<file path="config.mk">
export PLATFORM = sky130hd
export DESIGN_NAME = weight_loader
export DESIGN_NICKNAME = d
export VERILOG_FILES = /design/src/rtl/weight_loader_pkg.sv /design/src/rtl/weight_addr_gen.sv /design/src/rtl/weight_loader.sv
export SDC_FILE = /design/constraint.sdc
export NUM_CORES = 1
export LEC_CHECK = 0
export CORE_MARGIN = 2
export CORE_UTILIZATION = 33
export DETAILED_ROUTE_END_ITERATION = 12
export GPL_TIMING_DRIVEN = 0
export PLACE_DENSITY = 0.6
export SKIP_CTS_REPAIR_TIMING = 1
export SYNTH_ARGS = -nofsm -noshare
export SYNTH_HDL_FRONTEND = slang
export SYNTH_HIERARCHICAL = 1
export SYNTH_SLANG_ARGS = --single-unit
</file>
<file path="constraint.sdc">
create_clock -name CLOCK -period 2.7 [get_ports CLOCK]
set_input_delay 0.27 -clock CLOCK [delete_from_list [all_inputs] [get_ports CLOCK]]
set_output_delay 0.27 -clock CLOCK [all_outputs]
set_load 0.01 [all_outputs]
</file>
<file path="src/rtl/weight_loader_pkg.sv">
// weight_loader_pkg: shared types and constants for the weight loader slice.
// Holds the sequencer state encoding, the unit-select width and the default
// RAM address/data widths used by weight_loader and weight_addr_gen.
package weight_loader_pkg;

    typedef enum logic [1:0] {
        ST_IDLE  = 2'd0,
        ST_ISSUE = 2'd1,
        ST_DRAIN = 2'd2,
        ST_DONE  = 2'd3
    } wl_state_e;

    localparam int UNIT_SEL_W     = 3;
    localparam int IDX_W          = 8;
    localparam int DEFAULT_ADDR_W = 10;
    localparam int DEFAULT_DATA_W = 32;

endpackage

</file>
<file path="src/rtl/weight_addr_gen.sv">
// weight_addr_gen: unit/index counters and the RAM address adder.
// The address of the current word is base + unit*WEIGHTS_PER_UNIT + idx,
// taken modulo 2^ADDR_W so that a load running past the top of RAM wraps.
module weight_addr_gen #(
    parameter int NUM_UNITS        = 4,
    parameter int WEIGHTS_PER_UNIT = 16,
    parameter int ADDR_W           = weight_loader_pkg::DEFAULT_ADDR_W
) (
    input  logic                                     CLOCK,
    input  logic                                     RESET_N,
    input  logic                                     clear,
    input  logic                                     advance,
    input  logic [ADDR_W-1:0]                        base,
    output logic [ADDR_W-1:0]                        addr,
    output logic [weight_loader_pkg::UNIT_SEL_W-1:0] unit,
    output logic                                     last
);
    import weight_loader_pkg::*;

    localparam logic [IDX_W-1:0]      IDX_LAST  = IDX_W'(WEIGHTS_PER_UNIT - 1);
    localparam logic [UNIT_SEL_W-1:0] UNIT_LAST = UNIT_SEL_W'(NUM_UNITS - 1);

    logic [IDX_W-1:0]      idx_r;
    logic [UNIT_SEL_W-1:0] unit_r;
    logic [ADDR_W-1:0]     offset_s;

    // Walk the words of one unit, then move on to the next unit.
    always_ff @(posedge CLOCK or negedge RESET_N) begin
        if (!RESET_N) begin
            idx_r  <= {IDX_W{1'b0}};
            unit_r <= {UNIT_SEL_W{1'b0}};
        end else if (clear) begin
            idx_r  <= {IDX_W{1'b0}};
            unit_r <= {UNIT_SEL_W{1'b0}};
        end else if (advance) begin
            if (idx_r == IDX_LAST) begin
                idx_r  <= {IDX_W{1'b0}};
                unit_r <= unit_r + {{(UNIT_SEL_W-1){1'b0}}, 1'b1};
            end else begin
                idx_r  <= idx_r + {{(IDX_W-1){1'b0}}, 1'b1};
                unit_r <= unit_r;
            end
        end else begin
            idx_r  <= idx_r;
            unit_r <= unit_r;
        end
    end

    // Word offset from the load base, truncated to the RAM address width.
    always_comb begin
        offset_s = ADDR_W'(unit_r) * ADDR_W'(WEIGHTS_PER_UNIT) + ADDR_W'(idx_r);
    end

    assign addr = base + offset_s;
    assign unit = unit_r;
    assign last = (unit_r == UNIT_LAST) && (idx_r == IDX_LAST);

endmodule

</file>
<file path="src/rtl/weight_loader.sv">
// weight_loader: streams NUM_UNITS*WEIGHTS_PER_UNIT consecutive RAM words to
// the per-unit weight demultiplexer, tagging each with its destination unit.
// Optional feature macro: WEIGHT_LOADER_HOLD_EN adds a 'hold' input that
// stalls read issue while the sequencer is in ISSUE.
module weight_loader #(
    parameter int NUM_UNITS        = 4,
    parameter int WEIGHTS_PER_UNIT = 16,
    parameter int ADDR_W           = weight_loader_pkg::DEFAULT_ADDR_W,
    parameter int DATA_W           = weight_loader_pkg::DEFAULT_DATA_W
) (
    input  logic                                     CLOCK,
    input  logic                                     RESET_N,
    input  logic                                     start,
    input  logic [ADDR_W-1:0]                        base_addr,
    output logic                                     busy,
    output logic                                     done,
    output logic                                     ram_rd,
    output logic [ADDR_W-1:0]                        ram_addr,
    input  logic [DATA_W-1:0]                        ram_q,
    output logic [DATA_W-1:0]                        ram_out,
    output logic [weight_loader_pkg::UNIT_SEL_W-1:0] unit_sel,
`ifdef WEIGHT_LOADER_HOLD_EN
    input  logic                                     hold,
`endif
    output logic                                     write
);
    import weight_loader_pkg::*;

    wl_state_e             state_r;
    logic                  busy_r;
    logic                  done_r;
    logic [ADDR_W-1:0]     base_r;
    logic                  tag_valid_r;
    logic [UNIT_SEL_W-1:0] tag_unit_r;
    logic                  write_r;
    logic [DATA_W-1:0]     ram_out_r;
    logic [UNIT_SEL_W-1:0] unit_sel_r;

    logic                  hold_s;
    logic                  accept_s;
    logic                  issue_s;
    logic                  advance_s;
    logic                  last_s;
    logic [ADDR_W-1:0]     gen_addr_s;
    logic [UNIT_SEL_W-1:0] gen_unit_s;

`ifdef WEIGHT_LOADER_HOLD_EN
    assign hold_s = hold;
`else
    assign hold_s = 1'b0;
`endif

    // Decode accept / issue / counter-advance controls from the current state.
    always_comb begin
        accept_s  = 1'b0;
        issue_s   = 1'b0;
        advance_s = 1'b0;
        if (state_r == ST_IDLE) begin
            accept_s = start;
        end else if (state_r == ST_ISSUE) begin
            issue_s   = !hold_s;
            advance_s = !hold_s && !last_s;
        end else begin
            accept_s = 1'b0;
        end
    end

    weight_addr_gen #(
        .NUM_UNITS        (NUM_UNITS),
        .WEIGHTS_PER_UNIT (WEIGHTS_PER_UNIT),
        .ADDR_W           (ADDR_W)
    ) u_addr_gen (
        .CLOCK   (CLOCK),
        .RESET_N (RESET_N),
        .clear   (accept_s),
        .advance (advance_s),
        .base    (base_r),
        .addr    (gen_addr_s),
        .unit    (gen_unit_s),
        .last    (last_s)
    );

    // Sequencer: IDLE -> ISSUE -> DRAIN -> DONE, with registered busy/done.
    always_ff @(posedge CLOCK or negedge RESET_N) begin
        if (!RESET_N) begin
            state_r <= ST_IDLE;
            busy_r  <= 1'b0;
            done_r  <= 1'b0;
            base_r  <= {ADDR_W{1'b0}};
        end else begin
            case (state_r)
                ST_IDLE: begin
                    done_r <= 1'b0;
                    if (start) begin
                        state_r <= ST_ISSUE;
                        busy_r  <= 1'b1;
                        base_r  <= base_addr;
                    end else begin
                        busy_r  <= 1'b0;
                    end
                end
                ST_ISSUE: begin
                    if (issue_s && last_s) begin
                        state_r <= ST_DRAIN;
                    end else begin
                        state_r <= ST_ISSUE;
                    end
                end
                ST_DRAIN: begin
                    // Once the final tag has moved into the output register,
                    // the last write is on the bus and done can follow it.
                    if (!tag_valid_r) begin
                        state_r <= ST_DONE;
                        done_r  <= 1'b1;
                    end else begin
                        state_r <= ST_DRAIN;
                    end
                end
                ST_DONE: begin
                    state_r <= ST_IDLE;
                    done_r  <= 1'b0;
                    busy_r  <= 1'b0;
                end
                default: begin
                    state_r <= ST_IDLE;
                    busy_r  <= 1'b0;
                    done_r  <= 1'b0;
                end
            endcase
        end
    end

    // Tag pipeline: the tag follows each read so it lines up with ram_q,
    // then the word and its unit are registered onto the output.
    always_ff @(posedge CLOCK or negedge RESET_N) begin
        if (!RESET_N) begin
            tag_valid_r <= 1'b0;
            tag_unit_r  <= {UNIT_SEL_W{1'b0}};
            write_r     <= 1'b0;
            ram_out_r   <= {DATA_W{1'b0}};
            unit_sel_r  <= {UNIT_SEL_W{1'b0}};
        end else begin
            tag_valid_r <= issue_s;
            tag_unit_r  <= gen_unit_s;
            write_r     <= tag_valid_r;
            if (tag_valid_r) begin
                ram_out_r  <= ram_q;
                unit_sel_r <= tag_unit_r;
            end else begin
                ram_out_r  <= ram_out_r;
                unit_sel_r <= unit_sel_r;
            end
        end
    end

    assign busy     = busy_r;
    assign done     = done_r;
    assign ram_rd   = issue_s;
    assign ram_addr = gen_addr_s;
    assign ram_out  = ram_out_r;
    assign unit_sel = unit_sel_r;
    assign write    = write_r;

endmodule

</file>
* After elaboration in Yosys (flattened, before gate mapping) *
Cells that the tools add are included.
Widths: inputs -> output; s select.

storage, ports and cells
  register bits = 65
  output and inout bits = 49
  input port bits = 45

operators by class
  $add $sub $neg = 4
  eq/ne operators = 7
  multiplexer cells = 19
  reduce and logical (&&, ||, !) cells = 12

operators by type and width
  kind                 number
  $mux 8               3
  $add 10x10->10       1
  $add 7x8->9          1
  $mux 3               3
  $add 8x1->8 const B  1
  $eq 8x4->1 const B   1
  $mux 1               8
  $pmux 2 s4           1
  $reduce_bool 2->1    4
  $reduce_and 2->1     3
  $eq 2x2->1 const B   2
  $mux 2               2
  $ne 2x2->1 const B   2
  $pmux 1 s2           2
  $add 3x1->3 const B  1
  $eq 3x2->1 const B   1
  $eq 2x1->1 const B   1
  $logic_and 1x1->1    2
  $logic_not 2->1      1
  $reduce_or 2->1      1
  $logic_not 1->1      1

* Longest topological paths before layout *
  word-level depth = 7
  depth in mapped cells = 10
  gate-level depth less buffers = 10

* Hierarchy *
Netlist, hierarchy kept.

by module, submodules not included
  module           area an instance (sq um)  seq. area each (sq um)  instances  cells each
  weight_loader    2100.8                    1351.3                  1          129
  weight_addr_gen  1041.0                    275.3                   1          114

* Worst setup path before layout *
Ideal clock, no wire load.

  path kind = reg-to-output
  start = reg u_addr_gen.unit_r[0] (netlist: u_addr_gen/unit[0])
  end = out ram_addr[9]
  path buffers = 0
  arrival time = 1.993 ns
  cell stages (with the launch flop) = 9
  setup slack = 0.437 ns
  data required time = 2.430 ns
  path through = dfrtp_1 -> inv_1 -> fa_1 -> inv_1 -> ha_1 -> o2111ai_1 -> nand3_1 -> o41ai_1 -> xnor2_1

on the way
  cells in the longest elaborated chain, start to end = 2

RTL lines
  element                   line                   RTL
  start: declaration        weight_addr_gen.sv:24  logic [UNIT_SEL_W-1:0] unit_r;
  start signal: assignment  weight_addr_gen.sv:31  unit_r <= {UNIT_SEL_W{1'b0}};
  start signal: assignment  weight_addr_gen.sv:34  unit_r <= {UNIT_SEL_W{1'b0}};
  start signal: assignment  weight_addr_gen.sv:38  unit_r <= unit_r + {{(UNIT_SEL_W-1){1'b0}}, 1'b1};
  $add 7x8->9               weight_addr_gen.sv:51  offset_s = ADDR_W'(unit_r) * ADDR_W'(WEIGHTS_PER_UNIT) + ADDR_W'(idx_r);
  $add 10x10->10            weight_addr_gen.sv:54  assign addr = base + offset_s;
  end: declaration          weight_loader.sv:18    output logic [ADDR_W-1:0] ram_addr,

No other way between the ends.

* Final worst setup path *
  start = reg u_addr_gen.idx_r[1]
  end = out ram_addr[9]

on the way
  cells in the longest elaborated chain, start to end = 2

RTL lines
  element                   line                   RTL
  start: declaration        weight_addr_gen.sv:23  logic [IDX_W-1:0] idx_r;
  start signal: assignment  weight_addr_gen.sv:30  idx_r <= {IDX_W{1'b0}};
  start signal: assignment  weight_addr_gen.sv:33  idx_r <= {IDX_W{1'b0}};
  start signal: assignment  weight_addr_gen.sv:37  idx_r <= {IDX_W{1'b0}};
  $add 7x8->9               weight_addr_gen.sv:51
  $add 10x10->10            weight_addr_gen.sv:54

No other way between the ends.

==> run_results.csv <==
group,metric,value,unit
run_status,status,"finished, violations left",
run_status,violations,"setup timing",
floorplanning,dieWidth,102,µm
global_routing,grt_max_degree,66,
floorplanning,die-area,0.0103,mm²
synth,netlist.area_leader.share,51.8,%
sta,setup_tns,-0.175,ns
global_routing,grt_pass1_vias,2080,
finish,num-fill-cells,848,
sta,max_freq,0.354,GHz
sta,hold_violations,0,
synth,synth_edf_count,0,
synth,yosys.area.top_type,"dfrtp_1",
drt,drtPass1Iterations,4,
synth,yosys_register_bits,65,
clocking,tritoncts,"yes",
sta,fin_crit,2.82,ns
drt,route.detailed.drc,0,
sta,setup_ws,-0.121,ns
setup_path,r2r-start,"u_addr_gen/idx_r[1]",
synth,yosys-top-cells-area,"dfrtp_1 52%, mux2_2 16%, ha_1 8.8%",
clocking,cts.sinks,65,
setup_path,timing.rr.end,"u_addr_gen/unit[1]",
job,drv_cap,0,
min_path,holdCritPathClass,"in -> async",
synth,ys_types,37,
floorplanning,start_util,34.0,%
power_and_ir_drop,power.density,1190,mW/mm²
synth,postSynthAreaPerCell,12.9,µm²
synth,synth.most_common_cell,"dfrtp_1",
clocking,clk_pin_slew_worst_paths,0.07,ns
synth,ys.flop_type,"dfrtp_1",
setup_path,worstPathRequired,2.43,ns
sta,rsz0062_at_grt,"yes",
synth,syn_nets,314,
power_and_ir_drop,finalPower,5.48,mW
finish,area_growth,46.6,%
global_routing,antenna_found_initial,0,
sta,worst_slew_pin_slew,0.831,ns
global_routing,grt-ovfl-total,0,
drt,drt-initial-drc-count,49,
placed_design,dp_worst_setup_slack,-0.292,ns
drt,final_antenna_net_count,0,
sta,finalCritPeriodShare,104,%
setup_path,r2r_slack,0.44,ns
synth,ys_top_cells_by_count,"65 x dfrtp_1, 46 x mux2_2, 22 x ha_1, 17 x inv_1",
finish,fin_area,0.00460,mm²
drt,wl,6430,µm
sta,relSlewSlack,44.6,%
drt,vias,2162,
power_and_ir_drop,ir_worst_vdd,0.000540,V
floorplanning,coreArea,0.00924,mm²
synth,syn_inst,243,
floorplanning,die_y,102,µm
drt,avgRoutedWirePerCell,13.2,µm
power_and_ir_drop,leakage,2.03,nW
clocking,numCtsBuffers,9,
setup_path,cp-end-kind,"output port",
placed_design,place_area,0.00423,mm²
synth,ys_warn_count,6,
synth,async_reset_ff_share,100,%
floorplanning,pin_count,94,
setup_path,cp_data_arrival_time,2.55,ns
setup_path,rr_worst_depth,9,
global_routing,grt_pass1_wl,9890,µm
sta,setup_viol,2,
placed_design,port_buffers,93,
synth,ys_seq_area_share,51.8,%
clocking,clock-root-buffer,"clkbuf_8",
finish,drive_above_1_share,30.6,%
sta,drv_slew,0,
clocking,clockBufferDepth,2,
finish,diodes,0,
placed_design,dp_hpwl,4630,µm
placed_design,gp_congestion,0.755,
synth,synth_area,0.00314,mm²
floorplanning,fp-row-count,35,
setup_path,startpoint_type,"flip-flop",
clocking,clk_latency,0.34,ns
finish,fin_nets,425,
clocking,cts_htree_levels,3,
setup_path,path_class,"reg -> out",
setup_path,critPathMaxFanout,2,
drt,via_per_inst,4.43,
global_routing,track_usage,12.5,%
sta,fin_skew,0.00349,ns
==> how the worst max path moves through the flow <==
stage / slack (ns) / to / depth (start not counted) / start
detailed placement: -0.29 / ram_addr[9] / 9 / u_addr_gen/idx_r[4]
finish: -0.12 / ram_addr[9] / 10 / u_addr_gen/idx_r[1]
CTS: -0.68 / ram_addr[9] / 9 / u_addr_gen/unit[0]
global placement: -0.93 / ram_out[24] / 1 / RESET_N
floorplan: 0.44 / ram_addr[9] / 8 / u_addr_gen/unit[0]
global route: -0.24 / ram_addr[9] / 10 / u_addr_gen/idx_r[1]
==> routing by layer <==
layer / wire length (µm) / global-route usage, % / vias up
met5: 0 / 0 / -
met3: 342 / 3.11 / 14
met2: 2940 / 18.1 / 55
met4: 167 / 6.96 / 0
met1: 2980 / 17.0 / 1041
li1: - / - / 1052
==> area by class of cell <==
| class | count | area [µm²] | share of cell area (%) |
|---|---|---|---|
| Clock buffer | 12 | 155 | 3.37 |
| Clock inverter | 4 | 75.1 | 1.63 |
| Multi-Input combinational cell | 156 | 1500 | 32.5 |
| Tap cell | 129 | 161 | 3.51 |
| Timing Repair Buffer | 100 | 966 | 21.0 |
| Inverter | 17 | 63.8 | 1.39 |
| Sequential cell | 65 | 1630 | 35.4 |
| Buffer | 5 | 56.3 | 1.22 |
==> sequential cells by signal, indices dropped and copies added (netlist names), named ones only <==
register          count
ram_out              32
base_r               10
u_addr_gen/idx_r      8
tag_unit_r            3
u_addr_gen/unit       3
unit_sel              3
busy                  1
done                  1
state_r               1
tag_valid_r           1
write                 1
==> critical path, stage by stage (launching register included) <==
cell and delay, ns:
dfrtp_1 0.39, ha_1 0.30, ha_2 0.18, inv_2 0.06, fa_2 0.25, nor2b_4 0.06
o2111ai_2 0.20, nand3_2 0.14, o41ai_4 0.36, xnor2_1 0.14, buf_2 0.14
==> metrics by stage <==
stage                     hold WS, ns  util (%)  instances
after floorplan               -0.0256         -        243
after global placement          0.382      45.8        465
after detailed placement        0.382      45.8        465
after CTS                      0.0573      48.3        481
after global routing            0.105      49.8        488
final                          0.0330      49.8        488
==> power breakdown <==
| group | switching [mW] | total (mW) | internal [mW] |
|---|---|---|---|
| clock | 0.376 | 0.946 | 0.571 |
| combinational | 1.28 | 3.01 | 1.73 |
| sequential | 0.208 | 1.52 | 1.32 |
==> cell usage in the layout (no fill, tap or decap), types with 3 or more instances in the layout <==
cell type        count
xnor2_1              7
nand2_1             11
buf_2                3
nor2b_1              3
mux2_2              46
nand3_1              6
o21ai_0              6
buf_4                8
clkbuf_8            11
nor2_1              11
inv_2                4
dfrtp_1             61
xor2_1               5
inv_1               13
ha_1                17
dfrtp_2              4
ha_4                 3
clkdlybuf4s50_1     86
fa_1                 3
buf_6                5
==> cell families (layout without fill, tap and decap cells) <==
| group | Yosys count | count (layout) | share of synthesized area, % |
|---|---|---|---|
| and+or+nand+nor | 48 | 48 | 7.85 |
| AOI/OAI and AO/OA | 22 | 22 | 4.62 |
| DFF | 65 | 65 | 51.8 |
| adders and majority gates | 26 | 26 | 11.3 |
| muxes | 48 | 48 | 17.3 |
| buffers and inverters | 22 | 138 | 3.82 |
| xor gates and xnor gates | 12 | 12 | 3.35 |
(Power assumes the default switching activity.)
